## src/rtl/fetch_decode_exec_pkg.sv

```systemverilog
// Shared definitions for the fetch/decode/execute slice: widths, RV32I
// opcode and funct3 encodings, the reset NOP, and the ALU operation set.
package fetch_decode_exec_pkg;

    localparam int XLEN       = 32;
    localparam int REG_ADDR_W = 5;

    // Major opcodes handled by this block
    localparam logic [6:0] OPC_OP     = 7'b0110011;
    localparam logic [6:0] OPC_OP_IMM = 7'b0010011;
    localparam logic [6:0] OPC_LUI    = 7'b0110111;

    // funct3 encodings shared by OP and OP-IMM
    localparam logic [2:0] F3_ADD_SUB = 3'b000;
    localparam logic [2:0] F3_SLL     = 3'b001;
    localparam logic [2:0] F3_SLT     = 3'b010;
    localparam logic [2:0] F3_SLTU    = 3'b011;
    localparam logic [2:0] F3_XOR     = 3'b100;
    localparam logic [2:0] F3_SRL_SRA = 3'b101;
    localparam logic [2:0] F3_OR      = 3'b110;
    localparam logic [2:0] F3_AND     = 3'b111;

    // The only two funct7 values an OP instruction may carry
    localparam logic [6:0] F7_BASE = 7'b0000000;
    localparam logic [6:0] F7_ALT  = 7'b0100000;

    // addi x0,x0,0
    localparam logic [31:0] NOP = 32'h00000013;

    typedef enum logic [3:0] {
        ALU_ADD,
        ALU_SUB,
        ALU_SLL,
        ALU_SRL,
        ALU_SRA,
        ALU_SLT,
        ALU_SLTU,
        ALU_XOR,
        ALU_OR,
        ALU_AND,
        ALU_PASS_B,
        ALU_ZERO
    } alu_op_e;

    // Only ADD/SUB and SRL/SRA have an alternate (funct7[5]=1) form
    function automatic logic alt_allowed(input logic [2:0] funct3);
        return (funct3 == F3_ADD_SUB) || (funct3 == F3_SRL_SRA);
    endfunction

    // Map funct3 plus the alternate-form bit to an ALU operation
    function automatic alu_op_e funct3_to_alu(input logic [2:0] funct3,
                                              input logic       alt);
        alu_op_e op;
        case (funct3)
            F3_ADD_SUB: op = alt ? ALU_SUB : ALU_ADD;
            F3_SLL:     op = ALU_SLL;
            F3_SLT:     op = ALU_SLT;
            F3_SLTU:    op = ALU_SLTU;
            F3_XOR:     op = ALU_XOR;
            F3_SRL_SRA: op = alt ? ALU_SRA : ALU_SRL;
            F3_OR:      op = ALU_OR;
            default:    op = ALU_AND;
        endcase
        return op;
    endfunction

endpackage

```

## src/rtl/fetch_decode_exec_alu.sv

```systemverilog
// Integer ALU for the execute stage. Purely combinational; all arithmetic
// wraps at WIDTH bits and shifts use the low five bits of b.
module alu #(
    parameter int WIDTH = fetch_decode_exec_pkg::XLEN
) (
    input  logic [WIDTH-1:0]              a,
    input  logic [WIDTH-1:0]              b,
    input  fetch_decode_exec_pkg::alu_op_e op,
    output logic [WIDTH-1:0]              result
);

    import fetch_decode_exec_pkg::*;

    logic [4:0] shamt;
    logic       lt_signed;
    logic       lt_unsigned;

    assign shamt       = b[4:0];
    assign lt_signed   = $signed(a) < $signed(b);
    assign lt_unsigned = a < b;

    // Select the result of the requested operation; unknown ops give zero
    always_comb begin
        result = '0;
        case (op)
            ALU_ADD:    result = a + b;
            ALU_SUB:    result = a - b;
            ALU_SLL:    result = a << shamt;
            ALU_SRL:    result = a >> shamt;
            ALU_SRA:    result = $signed(a) >>> shamt;
            ALU_SLT:    result[0] = lt_signed;
            ALU_SLTU:   result[0] = lt_unsigned;
            ALU_XOR:    result = a ^ b;
            ALU_OR:     result = a | b;
            ALU_AND:    result = a & b;
            ALU_PASS_B: result = b;
            default:    result = '0;
        endcase
    end

endmodule

```

## src/rtl/fetch_decode_exec.sv

```systemverilog
// Single-cycle fetch/decode/execute slice for a subset of RV32I (OP, OP-IMM,
// LUI). The fetched word is registered once; decode and execute are
// combinational from that register and the register-file read data.
module fetch_decode_exec #(
    parameter int              XLEN     = fetch_decode_exec_pkg::XLEN,
    parameter logic [XLEN-1:0] NOP_INST = fetch_decode_exec_pkg::NOP
) (
    input  logic                                      clk,
    input  logic                                      rst,
    input  logic [XLEN-1:0]                           pc,
    output logic [XLEN-1:0]                           rom_addr,
    input  logic [XLEN-1:0]                           rom_data,
    output logic [XLEN-1:0]                           inst,
    output logic [fetch_decode_exec_pkg::REG_ADDR_W-1:0] regs_addr1,
    output logic [fetch_decode_exec_pkg::REG_ADDR_W-1:0] regs_addr2,
    output logic [fetch_decode_exec_pkg::REG_ADDR_W-1:0] regs_write_addr,
    output logic                                      regs_write_en,
    input  logic [XLEN-1:0]                           reg_in1,
    input  logic [XLEN-1:0]                           reg_in2,
    output logic [XLEN-1:0]                           out
);

    import fetch_decode_exec_pkg::*;

    logic [6:0]      opcode;
    logic [2:0]      funct3;
    logic [6:0]      funct7;
    logic [XLEN-1:0] imm_i;
    logic [XLEN-1:0] imm_u;
    logic            dec_valid;
    alu_op_e         alu_op;
    logic [XLEN-1:0] operand_b;
    logic [XLEN-1:0] alu_result;

    // The memory sees the requested address directly; word indexing is
    // the memory's concern
    assign rom_addr = pc;

    // Fetch register: reset wins over capture and leaves a harmless NOP
    always_ff @(posedge clk) begin
        if (!rst) begin
            inst <= NOP_INST;
        end else begin
            inst <= rom_data;
        end
    end

    assign opcode = inst[6:0];
    assign funct3 = inst[14:12];
    assign funct7 = inst[31:25];

    // Register indices are exposed for every word so the register file can
    // start its read before the opcode is known
    assign regs_addr1      = inst[19:15];
    assign regs_addr2      = inst[24:20];
    assign regs_write_addr = inst[11:7];

    assign imm_i = {{(XLEN-12){inst[31]}}, inst[31:20]};
    assign imm_u = XLEN'({inst[31:12], 12'b0});

    // Decode opcode/funct fields into an ALU operation and b operand;
    // anything not recognised becomes ALU_ZERO with no write
    always_comb begin
        dec_valid = 1'b0;
        alu_op    = ALU_ZERO;
        operand_b = reg_in2;
        case (opcode)
            OPC_OP: begin
                if ((funct7 == F7_BASE) ||
                    ((funct7 == F7_ALT) && alt_allowed(funct3))) begin
                    dec_valid = 1'b1;
                    alu_op    = funct3_to_alu(funct3, funct7[5]);
                end
            end
            OPC_OP_IMM: begin
                dec_valid = 1'b1;
                operand_b = imm_i;
                // inst[30] is an immediate bit except on right shifts,
                // where it picks arithmetic over logical
                alu_op    = funct3_to_alu(funct3,
                                          (funct3 == F3_SRL_SRA) && inst[30]);
            end
            OPC_LUI: begin
                dec_valid = 1'b1;
                operand_b = imm_u;
                alu_op    = ALU_PASS_B;
            end
            default: begin
                dec_valid = 1'b0;
            end
        endcase
    end

    alu #(
        .WIDTH (XLEN)
    ) u_alu (
        .a      (reg_in1),
        .b      (operand_b),
        .op     (alu_op),
        .result (alu_result)
    );

    assign out           = alu_result;
    assign regs_write_en = dec_valid && (regs_write_addr != '0);

endmodule

```

## config.mk

```make
export PLATFORM = sky130hd
export DESIGN_NAME = fetch_decode_exec
export DESIGN_NICKNAME = d
export VERILOG_FILES = /design/src/rtl/fetch_decode_exec_pkg.sv /design/src/rtl/fetch_decode_exec_alu.sv /design/src/rtl/fetch_decode_exec.sv
export SDC_FILE = /design/constraint.sdc
export NUM_CORES = 1
export LEC_CHECK = 0
export CAP_MARGIN = 0
export CORE_ASPECT_RATIO = 0.75
export CORE_MARGIN = 2
export CORE_UTILIZATION = 40
export CTS_CLUSTER_DIAMETER = 80
export DETAILED_ROUTE_END_ITERATION = 16
export PLACE_DENSITY = 0.66
export SYNTH_ARGS = -nofsm -noshare
export SYNTH_HDL_FRONTEND = slang
export SYNTH_SLANG_ARGS = --single-unit
export TNS_END_PERCENT = 10
```

## constraint.sdc

```tcl
create_clock -name clk -period 25.8 [get_ports clk]
set_input_delay 6.45 -clock clk [delete_from_list [all_inputs] [get_ports clk]]
set_output_delay 6.45 -clock clk [all_outputs]
set_load 0.005 [all_outputs]
```

==> results of run 1 <==
## synthesized netlist by cell type, types with 12 or more instances
| library cell | count | area share (%) |
|---|---|---|
| nand3_1 | 36 | 1.7 |
| and2_1 | 38 | 2.3 |
| o21bai_1 | 12 | 0.86 |
| a21o_1 | 24 | 1.7 |
| o31ai_1 | 12 | 0.86 |
| o21ai_0 | 111 | 5.3 |
| a21oi_1 | 134 | 6.4 |
| clkbuf_1 | 88 | 3.1 |
| buf_2 | 16 | 0.76 |
| o211ai_1 | 28 | 2.0 |
| buf_4 | 50 | 3.6 |
| a211oi_1 | 28 | 2.0 |
| nor4_1 | 12 | 0.71 |
| a221oi_1 | 26 | 2.2 |
| mux2i_1 | 117 | 11 |
| a221o_1 | 24 | 2.3 |
| ha_1 | 90 | 11 |
| nor2_1 | 165 | 5.9 |
| xnor2_1 | 18 | 1.5 |
| nor3_1 | 51 | 2.4 |
| inv_1 | 93 | 3.3 |
| dfxtp_1 | 32 | 6.1 |
| a31oi_1 | 18 | 1.1 |
| nand2_1 | 168 | 6.0 |
## cell families (layout without fill, tap and decap cells)
| group | after synthesis | in the layout | synth area share [%] |
|---|---|---|---|
| compound gates | 535 | 535 | 34.22 |
| xor+xnor | 22 | 22 | 1.829 |
| fa+ha+maj | 91 | 91 | 10.88 |
| buf+inv | 265 | 312 | 11.55 |
| flops | 32 | 32 | 6.080 |
| mux | 124 | 124 | 11.99 |
| other cells | 0 | 3 | 0 |
| simple gates | 540 | 540 | 23.44 |
## metrics by stage
step           util (%)  total power (uW)  setup slack (ps)  hold WS (ps)  cell area (um2)
2_1_floorplan         -             263.7              8791          6523            10540
3_3_place_gp      46.91             377.0              7517          7012            12150
3_5_place_dp      46.91             375.8              7478          7015            12150
4_1_cts           47.61             449.4              7447          6727            12340
5_1_grt           47.61             485.0              7022          6739            12340
6_report          47.64             463.3              7274          6730            12340
## cell type report
type                    count  area [um2]  share of cell area [%]
multi-input cells        1312        8725                   70.68
repair buffers            206        1989                   16.12
flip-flops and latches     32       640.6                   5.190
well taps                 344       430.4                   3.487
inverters                  98       367.9                   2.980
clock buffers               7       152.6                   1.237
clock inverters             1       30.03                  0.2433
diodes                      3       7.507                 0.06082
## per-layer routing
layer  up-vias  routed length [um]  track usage, %
met5         -                  71               0
met4         6                1295           9.069
met3        94                8825           13.56
met2      1130               20980           52.90
met1      6400               23610           55.97
li1       5937                   -               -
## path summary, 6_finish.rpt
path,start,to,slack (ps),cells past startpoint
max,reg_in2[3],out[26],7270,19
min,rom_data[1],inst[1]$_SDFF_PN1_,6730,2
## power by group through the flow
stage / Combinational [uW] / Clock, uW / Sequential (uW)
after floorplan: 208 / 0 / 55.8
after global placement: 317 / 0 / 60.2
after detailed placement: 316 / 0 / 60.1
after CTS: 318 / 72.6 / 59.2
after global routing: 351 / 74.6 / 59.6
final: 332 / 71.6 / 59.5
==> impl_metrics.yaml, run 1 <==
layout:
  layout_commonest_cell: "clkdlybuf4s50_1"
  fin_cells: 2003
  area_growth_pct: 17.15
  top_regs: "inst: 32 flops"
  fin_nets: 1876
  fillers: 2731
  final_cell_mix: "clkdlybuf4s50_1 (177), nand2_1 (168), nor2_1 (163)"
  drive_gt1_share_pct: 3.986
  regMostFlops: "inst"
  largest_register_ffs: 32
clock_network:
  hold_buffers: 0
  root_buffer: "clkbuf_16"
  cts_sinks: 32
  tritoncts: "yes"
  htreeDepth: 2
  cts_buffers: 5
  cts_setup_buffers: 0
  clk_pin_slew_worst_paths_ps: 50
  cts_buffer_depth: 2
  cts.repair.resized: 0
logic_synthesis:
  syn-num-nets: 1830
  synthCells: 1609
  synthArstFlopShare_pct: 0
  syn-cell-area_um2: 10540
  seq_area_frac_synth_pct: 6.080
  avgSynthCellArea_um2: 6.548
  yosysWarnings: 0
  ys_ff_latch: 32
  synth_cell_types: 79
  synth_flop_cell: "dfxtp_1"
  synth-edff-count: 0
floorplanning:
  start_util_pct: 40.67
  rows: 51
  die_h_um: 144.6
  dieWidth_um: 191.4
  dieArea_um2: 27670
  coreArea_um2: 25910
  pin_count: 242
worst_setup_path:
  cp_num_buf_inv: 5
  worstPathArrival_ps: 12080
  cpPeakStageDelay_ps: 850
  worst_ep_required_time_ps: 19350
  worstPathCellList: "clkdlybuf4s50_1, and2_1, a41oi_1, o21a_1, buf_4, inv_2, buf_4, ha_1, o21ai_0, a21oi_1, o31ai_1, a2111oi_0, o2111ai_1, a211oi_1, a211o_1, mux2_2, and3_1, nand3_1, clkdlybuf4s50_1"
  critical_path.endpoint_type: "primary output"
  crit_type: "in2out"
  critPathTopFamily: "compound AO/OA/AOI/OAI gates"
  crit_fanout: 51
  slowest_stage: "a2111oi_0"
  startpoint_type: "input port"
place:
  gp_congestion: 1.062
  dp_hpwl_mm: 42.69
  io_buffers: 177
  dp_cells: 1992
routing:
  routed_wl_mm: 54.78
  first_pass_iters: 8
  detail-route-antenna-nets: 0
  route.detailed.drc: 0
  vias: 13570
  first_iter_violations: 1976
  avgViaCountPerCell: 6.773
  wl_per_cell_um: 27.35
pwr:
  seq_power_share_pct: 12.8
  power.switching_uw: 238.8
  p_leak_uw: 0.005210
  power_switching_share_pct: 51.54
  pwr-share-clk_pct: 15.5
  pwr-share-comb_pct: 71.7
  p_int_uw: 224.5
  power_density_nw_per_um2: 37.53
  vdd_ir_drop_max_mv: 0.04119
sta:
  rsz0062_at_grt: "false"
  drv_slew: 0
  hold_violations: 0
  fmax_mhz: 53.98
  worst_pin_slew_ps: 1392
  fin_crit_ps: 18530
  finalSetupTns_ps: 0
  setup_viol: 0
  slew_headroom_pct: 6.470
  post-route-period-util_pct: 71.81
job:
  cap_violations: 0
global_route:
  grt_usage_pct: 38.45
  grt_max_degree: 70
  grt_pass1_vias: 12100
  grt_remaining_overflow: 0
  antenna_found_initial: 7
  grt_pass1_wl_mm: 78.89
worst_hold_path:
  min_path_type: "in2reg"
run_status:
  status: "finished, final reports clean"
(Power assumes the default switching activity.)
==> inputs of run 2 (changes only) <==
--- a/config.mk
+++ b/config.mk
@@ -11,7 +11,7 @@
 export CORE_UTILIZATION = 40
 export CTS_CLUSTER_DIAMETER = 80
 export DETAILED_ROUTE_END_ITERATION = 16
-export PLACE_DENSITY = 0.66
+export PLACE_DENSITY = 0.69
 export SYNTH_ARGS = -nofsm -noshare
 export SYNTH_HDL_FRONTEND = slang
 export SYNTH_SLANG_ARGS = --single-unit
==> constraint.sdc (replaced) <==
create_clock -name clk -period 15.93 [get_ports clk]
set_input_delay 3.9825 -clock clk [delete_from_list [all_inputs] [get_ports clk]]
set_output_delay 3.9825 -clock clk [all_outputs]
set_load 0.005 [all_outputs]
==> impl_metrics.yaml, run 2 (same netlist as run 1, synthesis figures left out) <==
run_status:
  status: "finished, final reports clean"
global_route:
  grt_remaining_overflow: 0
  grt_usage_pct: 40.98
  antenna_found_initial: 1
  grt_pass1_wl_mm: 82.98
  grt_max_degree: 70
  grt_pass1_vias: 12180
pwr:
  vdd_ir_drop_max_mv: 0.07017
  p_leak_uw: 0.005185
  power_density_nw_per_um2: 61.66
routing:
  wl_per_cell_um: 29.14
  routed_wl_mm: 58.25
  avgViaCountPerCell: 6.741
  route.detailed.drc: 0
  first_pass_iters: 5
  first_iter_violations: 2054
  detail-route-antenna-nets: 0
  vias: 13480
layout:
  final_cell_mix: "clkdlybuf4s50_1 (177), nand2_1 (168), nor2_1 (163)"
  fillers: 2732
  layout_commonest_cell: "clkdlybuf4s50_1"
  seqCellArea_um2: 640.6
  fin_nets: 1873
  top_regs: "inst: 32 flops"
  area_growth_pct: 16.73
  utilization_pct: 47.47
  multi_input_area_um2: 8725
  largest_register_ffs: 32
  drive_gt1_share_pct: 3.751
  regMostFlops: "inst"
worst_setup_path:
  crit_type: "in2out"
  crit_fanout: 4
  critical_path.endpoint_type: "primary output"
  worst_ep_required_time_ps: 11950
  worstPathArrival_ps: 9490
  startpoint_type: "input port"
job:
  cap_violations: 0
sta:
  post-route-period-util_pct: 84.60
  rsz0062_at_grt: "false"
  slew_headroom_pct: 22.98
  finalSetupTns_ps: 0
  fmax_mhz: 74.20
  fin_crit_ps: 13480
  hold_violations: 0
  whs_ps: 4262
  setup_viol: 0
  worst_pin_slew_ps: 1152
  drv_slew: 0
floorplanning:
  die_h_um: 144.6
  start_util_pct: 40.67
  pin_count: 242
  coreArea_um2: 25910
  dieArea_um2: 27670
  rows: 51
  dieWidth_um: 191.4
clock_network:
  tritoncts: "yes"
  cts_sinks: 32
  hold_buffers: 0
  root_buffer: "clkbuf_16"
  cts_buffer_depth: 2
  htreeDepth: 2
  cts_setup_buffers: 0
  clk_pin_slew_worst_paths_ps: 50
  cts_buffers: 5
  cts.repair.resized: 0
place:
  dp_hpwl_mm: 45.54
  gp_congestion: 1.020
  io_buffers: 177
worst_hold_path:
  min_path_type: "in2reg"
  holdPathStages: 2
==> run 2: final timing paths <==
kind,start,end
setup / recovery,reg_in2[0],out[26]
hold / removal,rom_data[4],inst[4]$_SDFF_PN1_
==> run 2: metal layers <==
metal	up-vias	track usage, %	part of all wire (%)
li1	5924	-	-
met1	6470	59.80	44
met2	1006	55.80	38
met3	76	15.12	15
met4	0	9.352	1.9
met5	-	0	0
==> run 2: power by group <==
group	switching [uW]	total (uW)	internal, uW
Sequential	12.0	96.5	84.6
Combinational	359	556	197
Clock	32.8	106	73.4
==> run 2: final cells by class <==
type | count | area share [%]
Multi-Input combinational cell | 1312 | 70.94
Timing Repair Buffer | 203 | 15.99
Sequential cell | 32 | 5.209
Tap cell | 344 | 3.499
Inverter | 98 | 2.991
Clock buffer | 6 | 1.048
Clock inverter | 2 | 0.2848
Antenna cell | 2 | 0.04069
==> run 2: stage by stage <==
step / instances / setup slack, ps / total power [uW] / area (um2)
floorplan: 1609 / 3856 / 427.1 / 10540
global placement: 1989 / 2733 / 630.2 / 12130
detailed placement: 1989 / 2692 / 624.4 / 12130
CTS: 1997 / 2667 / 734.3 / 12290
global route: 1997 / 2323 / 791.5 / 12290
finish: 1999 / 2454 / 758.4 / 12300
==> run 2: worst max-delay path: stages <==
cell and delay [ps]:
clkdlybuf4s50_1 540, and2_1 150, a41oi_1 70, o2bb2ai_4 280, ha_1 260, inv_1 80
fa_1 440, nor2b_1 130, o21ai_0 110, a21oi_1 410, o31ai_1 220, a2111oi_0 900
o2111ai_1 260, a211oi_1 260, a211o_1 270, mux2_2 360, and3_1 180, nand3_1 80
clkdlybuf4s50_1 500
